--- src/rtl/store_buffer_if.sv ---
// Commit-side push channel and store-unit issue channel of the store buffer.
// STORE_BUF_FWD_EN adds the load-forwarding lookup signals.
interface store_buffer_if #(
    parameter int unsigned DEPTH  = 4,
    parameter int unsigned ADDR_W = 32,
    parameter int unsigned DATA_W = 32
);
    localparam int unsigned CNT_W = $clog2(DEPTH + 1);

    logic              push_valid;
    logic [ADDR_W-1:0] push_addr;
    logic [DATA_W-1:0] push_data;
    logic              push_ready;
    logic              st_busy;
    logic              st_set_busy;
    logic [ADDR_W-1:0] st_addr;
    logic [DATA_W-1:0] st_data;
    logic [CNT_W-1:0]  count;
    logic              empty;
`ifdef STORE_BUF_FWD_EN
    logic [ADDR_W-1:0] ld_addr;
    logic              fwd_hit;
    logic [DATA_W-1:0] fwd_data;
`endif

    // Buffer side
    modport slave (
        input  push_valid, push_addr, push_data, st_busy,
`ifdef STORE_BUF_FWD_EN
        input  ld_addr,
        output fwd_hit, fwd_data,
`endif
        output push_ready, st_set_busy, st_addr, st_data, count, empty
    );

    // Commit stage / store unit side
    modport master (
        output push_valid, push_addr, push_data, st_busy,
`ifdef STORE_BUF_FWD_EN
        output ld_addr,
        input  fwd_hit, fwd_data,
`endif
        input  push_ready, st_set_busy, st_addr, st_data, count, empty
    );
endinterface

--- src/rtl/store_buffer.sv ---
// In-order FIFO of committed stores issued one at a time to the store unit.
// Optional load forwarding is enabled with `define STORE_BUF_FWD_EN.
module store_buffer #(
    parameter int unsigned DEPTH  = 4,
    parameter int unsigned ADDR_W = 32,
    parameter int unsigned DATA_W = 32
) (
    input  logic           clk,
    input  logic           rst_n,
    store_buffer_if.slave  bus
);
    localparam int unsigned PTR_W = (DEPTH > 1) ? $clog2(DEPTH) : 1;
    localparam int unsigned CNT_W = $clog2(DEPTH + 1);

    logic [ADDR_W-1:0] r_addr_mem [DEPTH];
    logic [DATA_W-1:0] r_data_mem [DEPTH];
    logic [PTR_W-1:0]  r_head;
    logic [PTR_W-1:0]  r_tail;
    logic [CNT_W-1:0]  r_count;
    logic              r_push_ready;
    logic              r_empty;
    logic              r_set_busy;
    logic [ADDR_W-1:0] r_st_addr;
    logic [DATA_W-1:0] r_st_data;

    logic              w_push;
    logic              w_pop;
    logic [CNT_W-1:0]  w_count_nxt;

    // The !r_set_busy term covers the cycle before the store unit raises busy
    always_comb begin
        w_push      = bus.push_valid && r_push_ready;
        w_pop       = (r_count != '0) && !bus.st_busy && !r_set_busy;
        w_count_nxt = r_count;
        if (w_push && !w_pop) begin
            w_count_nxt = r_count + CNT_W'(1);
        end else if (!w_push && w_pop) begin
            w_count_nxt = r_count - CNT_W'(1);
        end
    end

    // Pointers, occupancy flags and the registered issue port
    always_ff @(posedge clk or negedge rst_n) begin
        if (!rst_n) begin
            r_head       <= '0;
            r_tail       <= '0;
            r_count      <= '0;
            r_push_ready <= 1'b1;
            r_empty      <= 1'b1;
            r_set_busy   <= 1'b0;
            r_st_addr    <= '0;
            r_st_data    <= '0;
        end else begin
            if (w_push) begin
                r_tail <= r_tail + PTR_W'(1);
            end
            if (w_pop) begin
                r_head    <= r_head + PTR_W'(1);
                r_st_addr <= r_addr_mem[r_head];
                r_st_data <= r_data_mem[r_head];
            end
            r_set_busy   <= w_pop;
            r_count      <= w_count_nxt;
            r_push_ready <= (w_count_nxt != CNT_W'(DEPTH));
            r_empty      <= (w_count_nxt == '0);
        end
    end

    // Entry storage carries no reset; validity comes from the count
    always_ff @(posedge clk) begin
        if (w_push) begin
            r_addr_mem[r_tail] <= bus.push_addr;
            r_data_mem[r_tail] <= bus.push_data;
        end
    end

    assign bus.push_ready  = r_push_ready;
    assign bus.empty       = r_empty;
    assign bus.count       = r_count;
    assign bus.st_set_busy = r_set_busy;
    assign bus.st_addr     = r_st_addr;
    assign bus.st_data     = r_st_data;

`ifdef STORE_BUF_FWD_EN
    // Walk oldest to youngest so the last match wins
    always_comb begin
        bus.fwd_hit  = 1'b0;
        bus.fwd_data = '0;
        for (int unsigned k = 0; k < DEPTH; k++) begin
            if (CNT_W'(k) < r_count) begin
                if (r_addr_mem[r_head + PTR_W'(k)] == bus.ld_addr) begin
                    bus.fwd_hit  = 1'b1;
                    bus.fwd_data = r_data_mem[r_head + PTR_W'(k)];
                end
            end
        end
    end
`endif

endmodule

--- src/flat_wrapper.sv ---
// flat-port wrapper written by rule: the top's interface ports become plain ports
module store_buffer_flat 
#(
    parameter int unsigned DEPTH  = 4,
    parameter int unsigned ADDR_W = 32,
    parameter int unsigned DATA_W = 32
)
  (clk, rst_n, bus_push_valid, bus_push_addr, bus_push_data, bus_st_busy, bus_push_ready, bus_st_set_busy, bus_st_addr, bus_st_data, bus_count, bus_empty);
  store_buffer_if #(.DEPTH(DEPTH), .ADDR_W(ADDR_W), .DATA_W(DATA_W)) bus_i ();
  input  logic clk;
  input  logic rst_n;
  input wire logic [$bits(bus_i.push_valid)-1:0] bus_push_valid;
  input wire logic [$bits(bus_i.push_addr)-1:0] bus_push_addr;
  input wire logic [$bits(bus_i.push_data)-1:0] bus_push_data;
  input wire logic [$bits(bus_i.st_busy)-1:0] bus_st_busy;
  output wire logic [$bits(bus_i.push_ready)-1:0] bus_push_ready;
  output wire logic [$bits(bus_i.st_set_busy)-1:0] bus_st_set_busy;
  output wire logic [$bits(bus_i.st_addr)-1:0] bus_st_addr;
  output wire logic [$bits(bus_i.st_data)-1:0] bus_st_data;
  output wire logic [$bits(bus_i.count)-1:0] bus_count;
  output wire logic [$bits(bus_i.empty)-1:0] bus_empty;
  assign bus_i.push_valid = bus_push_valid;
  assign bus_i.push_addr = bus_push_addr;
  assign bus_i.push_data = bus_push_data;
  assign bus_i.st_busy = bus_st_busy;
  assign bus_push_ready = bus_i.push_ready;
  assign bus_st_set_busy = bus_i.st_set_busy;
  assign bus_st_addr = bus_i.st_addr;
  assign bus_st_data = bus_i.st_data;
  assign bus_count = bus_i.count;
  assign bus_empty = bus_i.empty;
  store_buffer #(.DEPTH(DEPTH), .ADDR_W(ADDR_W), .DATA_W(DATA_W)) u_core (.clk(clk), .rst_n(rst_n), .bus(bus_i));
endmodule
--- config.mk ---
export PLATFORM = sky130hd
export DESIGN_NAME = store_buffer_flat
export DESIGN_NICKNAME = d
export VERILOG_FILES = /design/src/rtl/store_buffer_if.sv /design/src/rtl/store_buffer.sv /design/src/flat_wrapper.sv
export SDC_FILE = /design/constraint.sdc
export NUM_CORES = 1
export LEC_CHECK = 0
export BUFFER_PORTS_ARGS = -buffer_cell sky130_fd_sc_hd__buf_2
export CORE_MARGIN = 2
export CORE_UTILIZATION = 52
export CTS_BUF_LIST = sky130_fd_sc_hd__clkbuf_16
export DETAILED_ROUTE_END_ITERATION = 8
export PLACE_DENSITY = 0.75
export SLEW_MARGIN = 30
export SYNTH_ARGS = -nofsm -noshare
export SYNTH_HDL_FRONTEND = slang
export SYNTH_SLANG_ARGS = --single-unit
--- constraint.sdc ---
create_clock -name clk -period 2.65 [get_ports clk]
set_input_delay 0.265 -clock clk [delete_from_list [all_inputs] [get_ports clk]]
set_output_delay 0.265 -clock clk [all_outputs]
set_load 0.05 [all_outputs]
==> results.py <==
metrics = {
    "timing": {
        "rsz0062_at_grt": "false",
        "finalCritPeriodShare_pct": 82.7,
        "slew_viol_final": 0,
        "fin_crit_ns": 2.19,
        "setup_viol": 0,
        "tns_ns": 0,
        "hold_viol_final": 0,
        "maxSlewHeadroom_pct": 57.1,
        "worstMarginPinSlew_ns": 0.643,
        "clock_skew_ns": 0.00951,
        "max_freq_mhz": 456,
    },
    "die": {
        "die_area_um2": 24600,
        "core-area_um2": 22800,
        "row_count": 55,
        "die_w_um": 157,
        "start_util_pct": 53.3,
        "io_pins": 138,
        "die_h_um": 157,
    },
    "finish": {
        "antenna_cells": 0,
        "final_design_area_no_fill_um2": 15200,
        "nets": 827,
        "mostFrequentLayoutCell": "edfxtp_1",
        "final_cell_mix": "256 x edfxtp_1, 136 x buf_2, 70 x dfrtp_1",
        "drive_gt1_share_pct": 43.7,
        "area_delta_synth_final_pct": 24.9,
    },
    "drt": {
        "drt_iter0_drc": 265,
        "drc": 0,
        "viasPerCell": 5.41,
        "dr.pass1.iters": 4,
        "num_vias": 5899,
        "wl_per_cell_um": 21.5,
        "postRouteAntennaNets": 0,
        "wirelength_um": 23500,
    },
    "setup_path": {
        "endpoint_kind": "flop",
        "crit_path_start_kind": "flop",
        "crit_type": "flop to flop",
        "arrival_ns": 2.62,
        "cp_max_fo": 25,
        "crit_required_ns": 3.08,
    },
    "global_routing": {
        "grt_max_degree": 46,
        "grt_usage_pct": 19.9,
        "overflow": 0,
        "grt_antenna_before_repair": 0,
        "first_global_vias": 6375,
        "grt_pass1_wl_um": 36500,
    },
    "synth": {
        "syn_area_um2": 12100,
        "synth_ff_type": "edfxtp_1",
        "synthCells": 519,
        "synth_area_leaders": "edfxtp_1 63%, dfrtp_1 15%, mux4_2 12%",
        "async_reset_ff_share_pct": 22.4,
        "ys_seq_elements": 330,
        "yosys_warnings": 0,
        "yosys.area.top_type": "edfxtp_1",
        "synth_top_area_share_pct": 63.3,
        "synth.avg_cell_area_um2": 23.4,
        "synth-seq-area-share_pct": 78.5,
        "yosysUniqueCellTypes": 27,
        "synthesis.nets": 594,
        "synth-edff-count": 256,
    },
    "clock_tree": {
        "clk_latency_ns": 0.50,
        "postCtsSetupRepairBufs": 0,
        "root_buffer": "clkbuf_16",
        "cts_buffers": 35,
        "cts.clk_slew.worst_paths_ns": 0.06,
        "cts.sinks": 330,
        "h-tree-depth": 2,
        "clk_path_buf_depth": 3,
        "cts_resized": 0,
        "cts_tree": "built",
    },
    "flow_run": {
        "maxCapViolCount": 0,
    },
    "placed_design": {
        "dpl-instance-area_um2": 13400,
        "hpwl_um": 13500,
        "gp_congestion": 0.712,
        "port_buffers": 137,
    },
    "power_and_ir_drop": {
        "p_per_area_nw_per_um2": 1240,
        "max-vdd-ir-drop_v": 0.000945,
        "power.leakage_uw": 0.00556,
    },
    "hold_path": {
        "holdCritPathClass": "input pin to flop",
    },
    "run_status": {
        "status": "completed",
    },
}
-- synthesized netlist by cell type, types with 2 or more instances --
| cell | number |
|---|---|
| mux2_2 | 66 |
| xnor2_1 | 4 |
| mux2i_1 | 2 |
| dfstp_2 | 2 |
| nor2_1 | 2 |
| clkbuf_1 | 5 |
| ha_1 | 7 |
| mux4_2 | 64 |
| dfrtp_1 | 72 |
| buf_6 | 5 |
| edfxtp_1 | 256 |
| and3_1 | 4 |
| inv_1 | 5 |
| buf_2 | 10 |
| nand2_1 | 3 |
-- final timing paths --
check / startpoint / end / slack, ns / cells after the start
worst max-delay path: u_core.bus.count[0]$_DFF_PN0_ / u_core.bus.empty$_DFF_PN1_ / 0.46 / 7
worst min-delay path: bus_push_addr[22] / u_core.r_addr_mem[1][22]$_DFFE_PP_ / 0.03 / 1
worst max register to register: u_core.bus.count[0]$_DFF_PN0_ / u_core.bus.empty$_DFF_PN1_ / 0.46 / 7
worst min register to register: u_core.bus.st_addr[24]$_DFFE_PN0P_ / u_core.bus.st_addr[24]$_DFFE_PN0P_ / 0.50 / 1
max in group asynchronous: rst_n / u_core.bus.st_addr[5]$_DFFE_PN0P_ / 1.70 / 3
min in group asynchronous: rst_n / u_core.bus.st_addr[18]$_DFFE_PN0P_ / 0.32 / 2
-- cell type report --
class | instances | area, µm²
Multi-Input combinational cell | 163 | 2480
Clock inverter | 26 | 262
Fill cell | 1486 | 7600
Timing Repair Buffer | 217 | 1550
Inverter | 5 | 18.8
Tap cell | 313 | 392
Sequential cell | 330 | 9550
Clock buffer | 37 | 926
-- flip-flops by register name, indices dropped and copies added, names as in the netlist --
signal,cells
u_core.bus.st_addr,32
u_core.bus.st_set_busy,1
u_core.bus.st_data,32
u_core.bus.count,3
u_core.bus.push_ready,1
u_core.r_head,2
u_core.r_data_mem,128
u_core.r_tail,2
u_core.r_addr_mem,128
u_core.bus.empty,1
-- metal layers --
| metal | track usage (%) | wire, µm | vias up |
|---|---|---|---|
| li1 | - | - | 2594 |
| met1 | 25.2 | 9480 | 3120 |
| met2 | 35.1 | 12500 | 144 |
| met3 | 3.63 | 959 | 41 |
| met4 | 6.55 | 526 | 0 |
| met5 | 0 | 0 | - |
-- what timing repair did --
item,CTS,global route
setup endpoints to repair,0,0
hold buffers,64,0
hold endpoints to repair,288,0
-- logic make-up after synthesis --
kind of cell               synth area share (%)
xor gates and xnor gates                  0.360
and+or+nand+nor                           0.587
muxes                                      18.1
AOI/OAI and AO/OA                         0.402
DFF                                        78.5
buffers and inverters                      1.25
adders and majority gates                 0.721
-- through the flow --
| step | instances | power, µW | utilization (%) | hold slack, ns | worst slack (ns) |
|---|---|---|---|---|---|
| CTS | 1091 | 19100 | 66.6 | 0.00616 | 0.461 |
| detailed placement | 964 | 14000 | 58.6 | 0.305 | 0.464 |
| global route | 1091 | 19700 | 66.6 | 0.00185 | 0.313 |
| finish | 1091 | 18900 | 66.6 | 0.0304 | 0.457 |
| global placement | 964 | 13800 | 58.6 | 0.299 | 0.563 |
| floorplan | 519 | 12300 | - | -0.0306 | 0.260 |
-- critical path, stage by stage, from the launching register on --
cell     delay (ns)
dfrtp_1        0.45
inv_1          0.07
ha_1           0.20
ha_1           0.24
nor3_4         0.26
buf_4          0.36
mux2_2         0.41
nor2b_1        0.14
-- report_power, final --
group          leakage [µW]  internal, µW  total, µW  switching [µW]
Combinational       0.00174          2410       6120            3710
Clock              0.000610          3100       4960            1870
Sequential          0.00321          7010       7780             775
Total               0.00556         12500      18900            6360
Power figures use the tool's default switching activity.
